`src/rtl/bit_serial_adder.sv`:
```
// Bit-serial adder sequencer: feeds an external 1-bit full adder LSB first,
// carries its cout between bits and assembles the WIDTH-bit sum plus carry-out.
module bit_serial_adder #(
    parameter int WIDTH = 8
) (
    input  logic             clk,
    input  logic             rst_n,
    input  logic             start,
    input  logic [WIDTH-1:0] a,
    input  logic [WIDTH-1:0] b,
    input  logic             cin,
    output logic             fa_a,
    output logic             fa_b,
    output logic             fa_cin,
    input  logic             fa_sum,
    input  logic             fa_cout,
    output logic             busy,
    output logic             done,
    output logic [WIDTH-1:0] sum,
    output logic             cout
);

    localparam int CNT_W = $clog2(WIDTH) + 1;
    localparam logic [CNT_W-1:0] LAST_BIT = CNT_W'(WIDTH - 1);

    typedef enum logic [1:0] {
        IDLE = 2'd0,
        RUN  = 2'd1,
        DONE = 2'd2
    } state_t;

    state_t           state_q, state_d;
    logic [WIDTH-1:0] a_sh_q, a_sh_d;
    logic [WIDTH-1:0] b_sh_q, b_sh_d;
    logic             carry_q, carry_d;
    logic [CNT_W-1:0] cnt_q, cnt_d;
    logic [WIDTH-1:0] acc_q, acc_d;
    logic [WIDTH-1:0] sum_q, sum_d;
    logic             cout_q, cout_d;

    // Widening by one bit keeps the shift-in legal when WIDTH is 1.
    logic [WIDTH:0]   accExt;
    logic [WIDTH-1:0] accShifted;

    assign accExt     = {fa_sum, acc_q};
    assign accShifted = accExt[WIDTH:1];

    always_ff @(posedge clk or negedge rst_n) begin
        if (!rst_n) begin
            state_q <= IDLE;
            a_sh_q  <= '0;
            b_sh_q  <= '0;
            carry_q <= 1'b0;
            cnt_q   <= '0;
            acc_q   <= '0;
            sum_q   <= '0;
            cout_q  <= 1'b0;
        end else begin
            state_q <= state_d;
            a_sh_q  <= a_sh_d;
            b_sh_q  <= b_sh_d;
            carry_q <= carry_d;
            cnt_q   <= cnt_d;
            acc_q   <= acc_d;
            sum_q   <= sum_d;
            cout_q  <= cout_d;
        end
    end

    always_comb begin
        state_d = state_q;
        a_sh_d  = a_sh_q;
        b_sh_d  = b_sh_q;
        carry_d = carry_q;
        cnt_d   = cnt_q;
        acc_d   = acc_q;
        sum_d   = sum_q;
        cout_d  = cout_q;

        unique case (state_q)
            IDLE: begin
                if (start) begin
                    a_sh_d  = a;
                    b_sh_d  = b;
                    carry_d = cin;
                    cnt_d   = '0;
                    acc_d   = '0;
                    state_d = RUN;
                end
            end
            RUN: begin
                acc_d   = accShifted;
                carry_d = fa_cout;
                a_sh_d  = a_sh_q >> 1;
                b_sh_d  = b_sh_q >> 1;
                cnt_d   = cnt_q + CNT_W'(1);
                if (cnt_q == LAST_BIT) begin
                    sum_d   = accShifted;
                    cout_d  = fa_cout;
                    state_d = DONE;
                end
            end
            DONE: begin
                state_d = IDLE;
            end
            default: begin
                state_d = IDLE;
            end
        endcase
    end

    // The full adder only sees live operands while RUN; otherwise it is held at zero.
    always_comb begin
        fa_a   = 1'b0;
        fa_b   = 1'b0;
        fa_cin = 1'b0;
        if (state_q == RUN) begin
            fa_a   = a_sh_q[0];
            fa_b   = b_sh_q[0];
            fa_cin = carry_q;
        end
    end

    assign busy = (state_q != IDLE);
    assign done = (state_q == DONE);
    assign sum  = sum_q;
    assign cout = cout_q;

endmodule

```
`config.mk`:
```
export PLATFORM = sky130hd
export DESIGN_NAME = bit_serial_adder
export DESIGN_NICKNAME = d
export VERILOG_FILES = /design/src/rtl/bit_serial_adder.sv
export SDC_FILE = /design/constraint.sdc
export NUM_CORES = 1
export LEC_CHECK = 0
export CORE_UTILIZATION = 40
export CTS_CLUSTER_DIAMETER = 200
export DETAILED_ROUTE_END_ITERATION = 10
export GPL_TIMING_DRIVEN = 0
export MAX_ROUTING_LAYER = met4
export PLACE_DENSITY = 0.76
export SYNTH_ARGS = -nofsm -noshare
export SYNTH_HDL_FRONTEND = slang
export SYNTH_SLANG_ARGS = --single-unit
```
`constraint.sdc`:
```
create_clock -name clk -period 2.7 [get_ports clk]
set_clock_uncertainty 0.2 [all_clocks]
set_input_delay 0.54 -clock clk [delete_from_list [all_inputs] [get_ports clk]]
set_output_delay 0.54 -clock clk [all_outputs]
set_load 0.02 [all_outputs]
```
==> flow_metrics.tcl, run 1 <==
set metrics [dict create \
    avgViaCountPerCell 5.39 \
    nets 222 \
    mostFrequentLayoutCells "38 x dfrtp_1, 29 x clkdlybuf4s50_1, 18 x nor2b_1, 18 x a21oi_1, 18 x o21ai_0" \
    end_kind "primary output" \
    whs_ns 0.150 \
    io_pins 36 \
    synth-seq-cells 39 \
    grt_pass1_vias 1277 \
    setup_viol 0 \
    power_density_nw_per_um2 1090 \
    placed_area_um2 2150 \
    fmax_mhz 405 \
    ant_nets 0 \
    start_util_pct 42.7 \
    synth_seq_area_share_pct 56.0 \
    reg2reg_slack_ns 0.90 \
    fillers 373 \
    layout_min_cycle_time_ns 2.47 \
    drt-total-wl_um 3670 \
    synth.avg_cell_area_um2 11.1 \
    grt_start_max_net_pins 40 \
    instances_no_fill 250 \
    path_clk_slew_ns 0.07 \
    max_slew_margin_pct 43.1 \
    crit_type "flop to primary output" \
    wire_per_inst_um 14.7 \
    dp_cells 242 \
    worstMarginPinSlew_ns 0.854 \
    rsz0062_at_grt "no" \
    worst_skew_pair.late_latency_ns 0.29 \
    antenna_cells 0 \
    postCtsSetupRepairBufs 0 \
    yosys.cell_types.count 21 \
    numCtsBuffers 5 \
    setup_tns_ns 0 \
    cts-root-buf "clkbuf_8" \
    cap_violations 0 \
    arrival_ns 1.73 \
    grt_overflow 0 \
    core_um2 4090 \
    cts_tree "yes" \
    die_w_um 68.0 \
    finish.utilization_pct 55.5 \
    drc 0 \
    cts.path.max_buffers 2 \
    leakage_nw 1.01 \
    detail_route.first_pass.iterations 4 \
    min_path_type "input port to async pin" \
    synth_area_um2 1740 \
    initialDrtViolationCount 113 \
    io_buffers 35 \
    ys_warn_count 0 \
    grt_first_pass_wirelength_um 5860 \
    areaGrowthSynthToFinish_pct 30.2 \
    layout_commonest_cell "dfrtp_1" \
    place_congestion 0.743 \
    syn-num-nets 180 \
    syn_inst 157 \
    status "finished, final reports clean" \
    die_y_um 68.0 \
    cts.sinks 39 \
    startpoint_type "flop" \
    fin_area_um2 2270 \
    cp_max_fo 10 \
    vias 1347 \
    track_usage_pct 18.4 \
    drive_gt1_share_pct 14.5 \
    place_hpwl_um 2410 \
    peakVddDrop_mv 0.581 \
    final_hold_viol_count 0 \
    finalCritPeriodShare_pct 91.4 \
    die-area_um2 4630 \
    fp-row-count 23 \
    cp.required_ns 1.96 \
    antenna_found_initial 0 \
    maxSlewViolCount 0 \
    htreeDepth 2 \
]
[metal layers]
| metal | vias up | routed length (um) | part of all wire (%) | global-route usage (%) |
|---|---|---|---|---|
| li1 | 653 | - | - | - |
| met4 | 0 | 56 | 1.5 | 7.81 |
| met2 | 39 | 1700 | 46 | 28.2 |
| met5 | - | 0 | 0 | - |
| met1 | 651 | 1690 | 46 | 22.1 |
| met3 | 4 | 228 | 6.2 | 6.00 |
[timing repair]
action,in CTS,in global routing
hold buffers,0,0
pin swaps,0,0
endpoints found under the setup margin,5,3
resized for setup,9,3
[cells in the mapped netlist]
cell type  number  area, um2
dfrtp_1        39        976
a21oi_1        18       90.1
nor2b_1        18        113
o21ai_0        18       90.1
a22oi_1        13       97.6
mux2_2         10        113
a22o_1          9       78.8
nand2_1         7       26.3
clkbuf_1        6       22.5
and2_1          3       18.8
buf_2           3       15.0
and3b_1         2       17.5
nand3_1         2       10.0
nor2_1          2       7.51
buf_4           1       7.51
ha_1            1       12.5
nand2b_2        1       8.76
nor3_4          1       16.3
o21bai_1        1       7.51
o311ai_0        1       8.76
or2_2           1       6.26
[sequential cells by signal, summed over array words and instances (netlist names)]
| name | cells |
|---|---|
| cnt_q | 4 |
| carry_q | 1 |
| sum | 8 |
| a_sh_q | 8 |
| acc_q | 7 |
| state_q | 2 |
| cout | 1 |
| b_sh_q | 8 |
[logic make-up (layout without fill, tap and decap cells)]
logic type | Yosys count | in the layout | share of synthesized area [%]
AO/OA/AOI/OAI | 60 | 60 | 21.4
buffers and inverters | 10 | 53 | 2.58
multiplexers | 10 | 10 | 6.46
AND/OR/NAND/NOR | 37 | 37 | 12.9
adder cells (fa/ha/maj) | 1 | 1 | 0.718
flip-flops | 39 | 39 | 56.0
[per-stage QoR]
| stage | power, mW | setup slack [ns] |
|---|---|---|
| final | 2.47 | 0.231 |
| after global routing | 2.65 | 0.155 |
| after CTS | 2.50 | 0.0101 |
| after detailed placement | 2.07 | -0.0653 |
| after global placement | 2.04 | -0.0459 |
| after floorplan | 1.67 | 0.664 |
[final timing paths]
kind / start / endpoint / cells past startpoint
setup / recovery: state_q[1] / busy / 4
hold / removal: rst_n / a_sh_q[6] / 1
setup reg to reg: state_q[1] / sum[1] / 3
hold reg to reg: b_sh_q[2] / b_sh_q[2] / 2
max in group asynchronous: rst_n / state_q[0] / 1
min in group clk: b_sh_q[2] / b_sh_q[2] / 2
[critical path, cell delays in order, from the launching register on]
cell	delay, ns
dfrtp_1	0.43
clkbuf_4	0.21
clkbuf_4	0.21
or2_2	0.27
dlygate4sd2_1	0.32
[where the power goes]
group / internal [mW] / switching (mW) / leakage [nW]
combinational: 0.521 / 0.518 / 0.453
sequential: 0.829 / 0.177 / 0.500
clock: 0.233 / 0.195 / 0.0515
total: 1.58 / 0.891 / 1.01
[layout make-up]
type                            count  area [um2]  share of cell area (%)
Sequential cell                    39         977                    43.1
Multi-Input combinational cell    108         722                    31.8
Timing Repair Buffer               35         350                    15.4
Clock buffer                        8         100                    4.41
Tap cell                           50        62.6                    2.76
Buffer                             10        56.3                    2.48
(Power assumes the default switching activity.)
==> run 2, diff against run 1 <==
--- a/config.mk
+++ b/config.mk
@@ -5,12 +5,14 @@
 export SDC_FILE = /design/constraint.sdc
 export NUM_CORES = 1
 export LEC_CHECK = 0
+export CELL_PAD_IN_SITES_DETAIL_PLACEMENT = 1
+export CELL_PAD_IN_SITES_GLOBAL_PLACEMENT = 1
 export CORE_UTILIZATION = 40
 export CTS_CLUSTER_DIAMETER = 200
 export DETAILED_ROUTE_END_ITERATION = 10
 export GPL_TIMING_DRIVEN = 0
 export MAX_ROUTING_LAYER = met4
-export PLACE_DENSITY = 0.76
+export PLACE_DENSITY = 0.91
 export SYNTH_ARGS = -nofsm -noshare
 export SYNTH_HDL_FRONTEND = slang
 export SYNTH_SLANG_ARGS = --single-unit
==> run 2 against run 1 <==
  * Worst setup slack worse by 0.12 ns
  * First-iteration DRC count fell by 52%
  * Wire length increased by 19%
  * Combinational power about the same
  * Highest routed layer unchanged
  * Core utilization down 0.77 points
  * Via count grew 5.4%
  * Sequential power about the same
  * Register-to-register slack lost 0.07 ns
  * Non-clock buffer count is 1 lower
==> flow_metrics.tcl, run 2 (synthesis results as in run 1) <==
set metrics [dict create \
    status "finished, final reports clean" \
    antenna_found_initial 0 \
    areaGrowthSynthToFinish_pct 28.4 \
    cap_violations 0 \
    placed_area_um2 2150 \
    detail_route.first_pass.iterations 4 \
    p_int_mw 1.53 \
    grt_use_met1_pct 25.8 \
    drt-total-wl_um 4360 \
    multi_input_area_um2 722 \
    layout_commonest_cell "dfrtp_1" \
    setup_ws_ns 0.110 \
    die_w_um 68.0 \
    cts.sinks 39 \
    crit_type "flop to primary output" \
    track_usage_pct 21.9 \
    dp_cells 242 \
    io_pins 36 \
    combinationalPowerShare_pct 43.1 \
    htreeDepth 2 \
    rr_worst_depth 3 \
    layout_min_cycle_time_ns 2.59 \
    finalCritPeriodShare_pct 95.9 \
    min_path_type "input port to async pin" \
    grt_start_max_net_pins 40 \
    switching_power_mw 0.947 \
    seq_area_um2 977 \
    instances_no_fill 249 \
    grt_first_pass_wirelength_um 6970 \
    p_sw_share_pct 38.3 \
    fp-row-count 23 \
    place_hpwl_um 3110 \
    initialDrtViolationCount 54 \
    setup_viol 0 \
    place_congestion 0.747 \
    fmax_mhz 386 \
    final_hold_viol_count 0 \
    cts.path.max_buffers 2 \
    power_density_nw_per_um2 1110 \
    startpoint_type "flop" \
    peakVddDrop_mv 0.514 \
    maxSlewViolCount 0 \
    clockPowerShare_pct 15.5 \
    mostFrequentLayoutCells "38 x dfrtp_1, 31 x clkdlybuf4s50_1, 18 x nor2b_1, 18 x a21oi_1, 18 x o21ai_0" \
    vias 1420 \
    die_y_um 68.0 \
    core_um2 4090 \
    io_buffers 35 \
    cp_max_fo 10 \
    fillers 466 \
    worst_skew_pair.late_latency_ns 0.30 \
    drive_gt1_share_pct 14.1 \
    ant_nets 0 \
    whs_ns 0.156 \
    ctsHoldBuffers 0 \
    grt_pass1_vias 1451 \
    max_slew_margin_pct 42.1 \
    dp_slack_ns -0.0895 \
    cts_tree "yes" \
    numCtsBuffers 5 \
    top_usage_layer "met2" \
    leakage_nw 0.949 \
    seqPwrFrac_pct 41.3 \
    grt_use_met3_pct 6.67 \
    arrival_ns 1.85 \
    cts-root-buf "clkbuf_8" \
    antenna_cells 0 \
    path_clk_slew_ns 0.08 \
    grt_overflow 0 \
    fin_area_um2 2240 \
    die-area_um2 4630 \
    end_kind "primary output" \
    nets 221 \
    start_util_pct 42.7 \
    wire_per_inst_um 17.5 \
    use_met2_pct 34.6 \
    cp.required_ns 1.96 \
    drc 0 \
    avgViaCountPerCell 5.70 \
    worstMarginPinSlew_ns 0.868 \
    rsz0062_at_grt "no" \
]
==> run 2: area by class of cell <==
class                      count  share of cell area (%)
buffer                         9                    2.18
clock buffer                   6                    3.24
clock inverter                 2                   0.559
multi-input combinational    108                    32.3
sequential                    39                    43.7
tap                           50                    2.80
timing repair buffer          35                    15.3
==> run 2: layer usage <==
layer  routed length, um  vias to the layer above  share of wire (%)
met3                 247                        5                5.7
li1                    -                      649                  -
met2                2250                       42                 52
met4                  53                        0                1.2
met5                   0                        -                  0
met1                1810                      724                 42
==> run 2: final timing paths <==
| kind | from | to | slack (ns) |
|---|---|---|---|
| worst max-delay path | state_q[0] | busy | 0.11 |
| worst min-delay path | rst_n | a_sh_q[3] | 0.16 |
| worst max register to register | state_q[1] | sum[1] | 0.83 |
| worst min register to register | sum[0] | sum[0] | 0.31 |
| max in group asynchronous | rst_n | state_q[0] | 1.56 |
| min in group clk | sum[0] | sum[0] | 0.31 |
==> run 2: power groups by stage <==
| stage | Combinational [mW] | Sequential [mW] | Clock [mW] |
|---|---|---|---|
| global route | 1.17 | 1.06 | 0.423 |
| detailed placement | 1.08 | 1.03 | 0 |
| CTS | 1.08 | 1.02 | 0.396 |
| global placement | 1.03 | 1.00 | 0 |
| floorplan | 0.618 | 1.05 | 0 |
| finish | 1.07 | 1.02 | 0.384 |
==> run 2: repair_timing <==
item | 4_1_cts | 5_1_grt
resized for setup | 7 | 2
setup buffers | 0 | 0
hold endpoints to repair | 0 | 0
cloned | 0 | 0
pin swaps | 0 | 0
setup endpoints to repair | 5 | 2
==> run 2: critical path: stages (launching register included) <==
cell	delay (ns)
dfrtp_2	0.46
clkbuf_1	0.22
or2_2	0.33
clkdlybuf4s50_1	0.54
==> run 2: metrics by stage <==
stage	util, %	total power [mW]	TNS, ns
floorplan	-	1.67	0
global placement	52.8	2.03	-0.0278
detailed placement	52.6	2.11	-0.158
CTS	54.7	2.50	0
global route	54.7	2.65	0
finish	54.7	2.47	0
==> run 3, diff against run 2 <==
==> config.mk (replaced) <==
export PLATFORM = sky130hd
export DESIGN_NAME = bit_serial_adder
export DESIGN_NICKNAME = d
export VERILOG_FILES = /design/src/rtl/bit_serial_adder.sv
export SDC_FILE = /design/constraint.sdc
export NUM_CORES = 1
export LEC_CHECK = 0
export CORE_UTILIZATION = 40
export CTS_CLUSTER_DIAMETER = 200
export CTS_CLUSTER_SIZE = 14
export DETAILED_ROUTE_END_ITERATION = 10
export GPL_TIMING_DRIVEN = 0
export MAX_ROUTING_LAYER = met4
export PLACE_DENSITY = 0.76
export SYNTH_ARGS = -nofsm -noshare
export SYNTH_HDL_FRONTEND = slang
export SYNTH_SLANG_ARGS = --single-unit
==> results of run 3 <==
The final DEF is identical to that of run 1; final timing and power are the same.
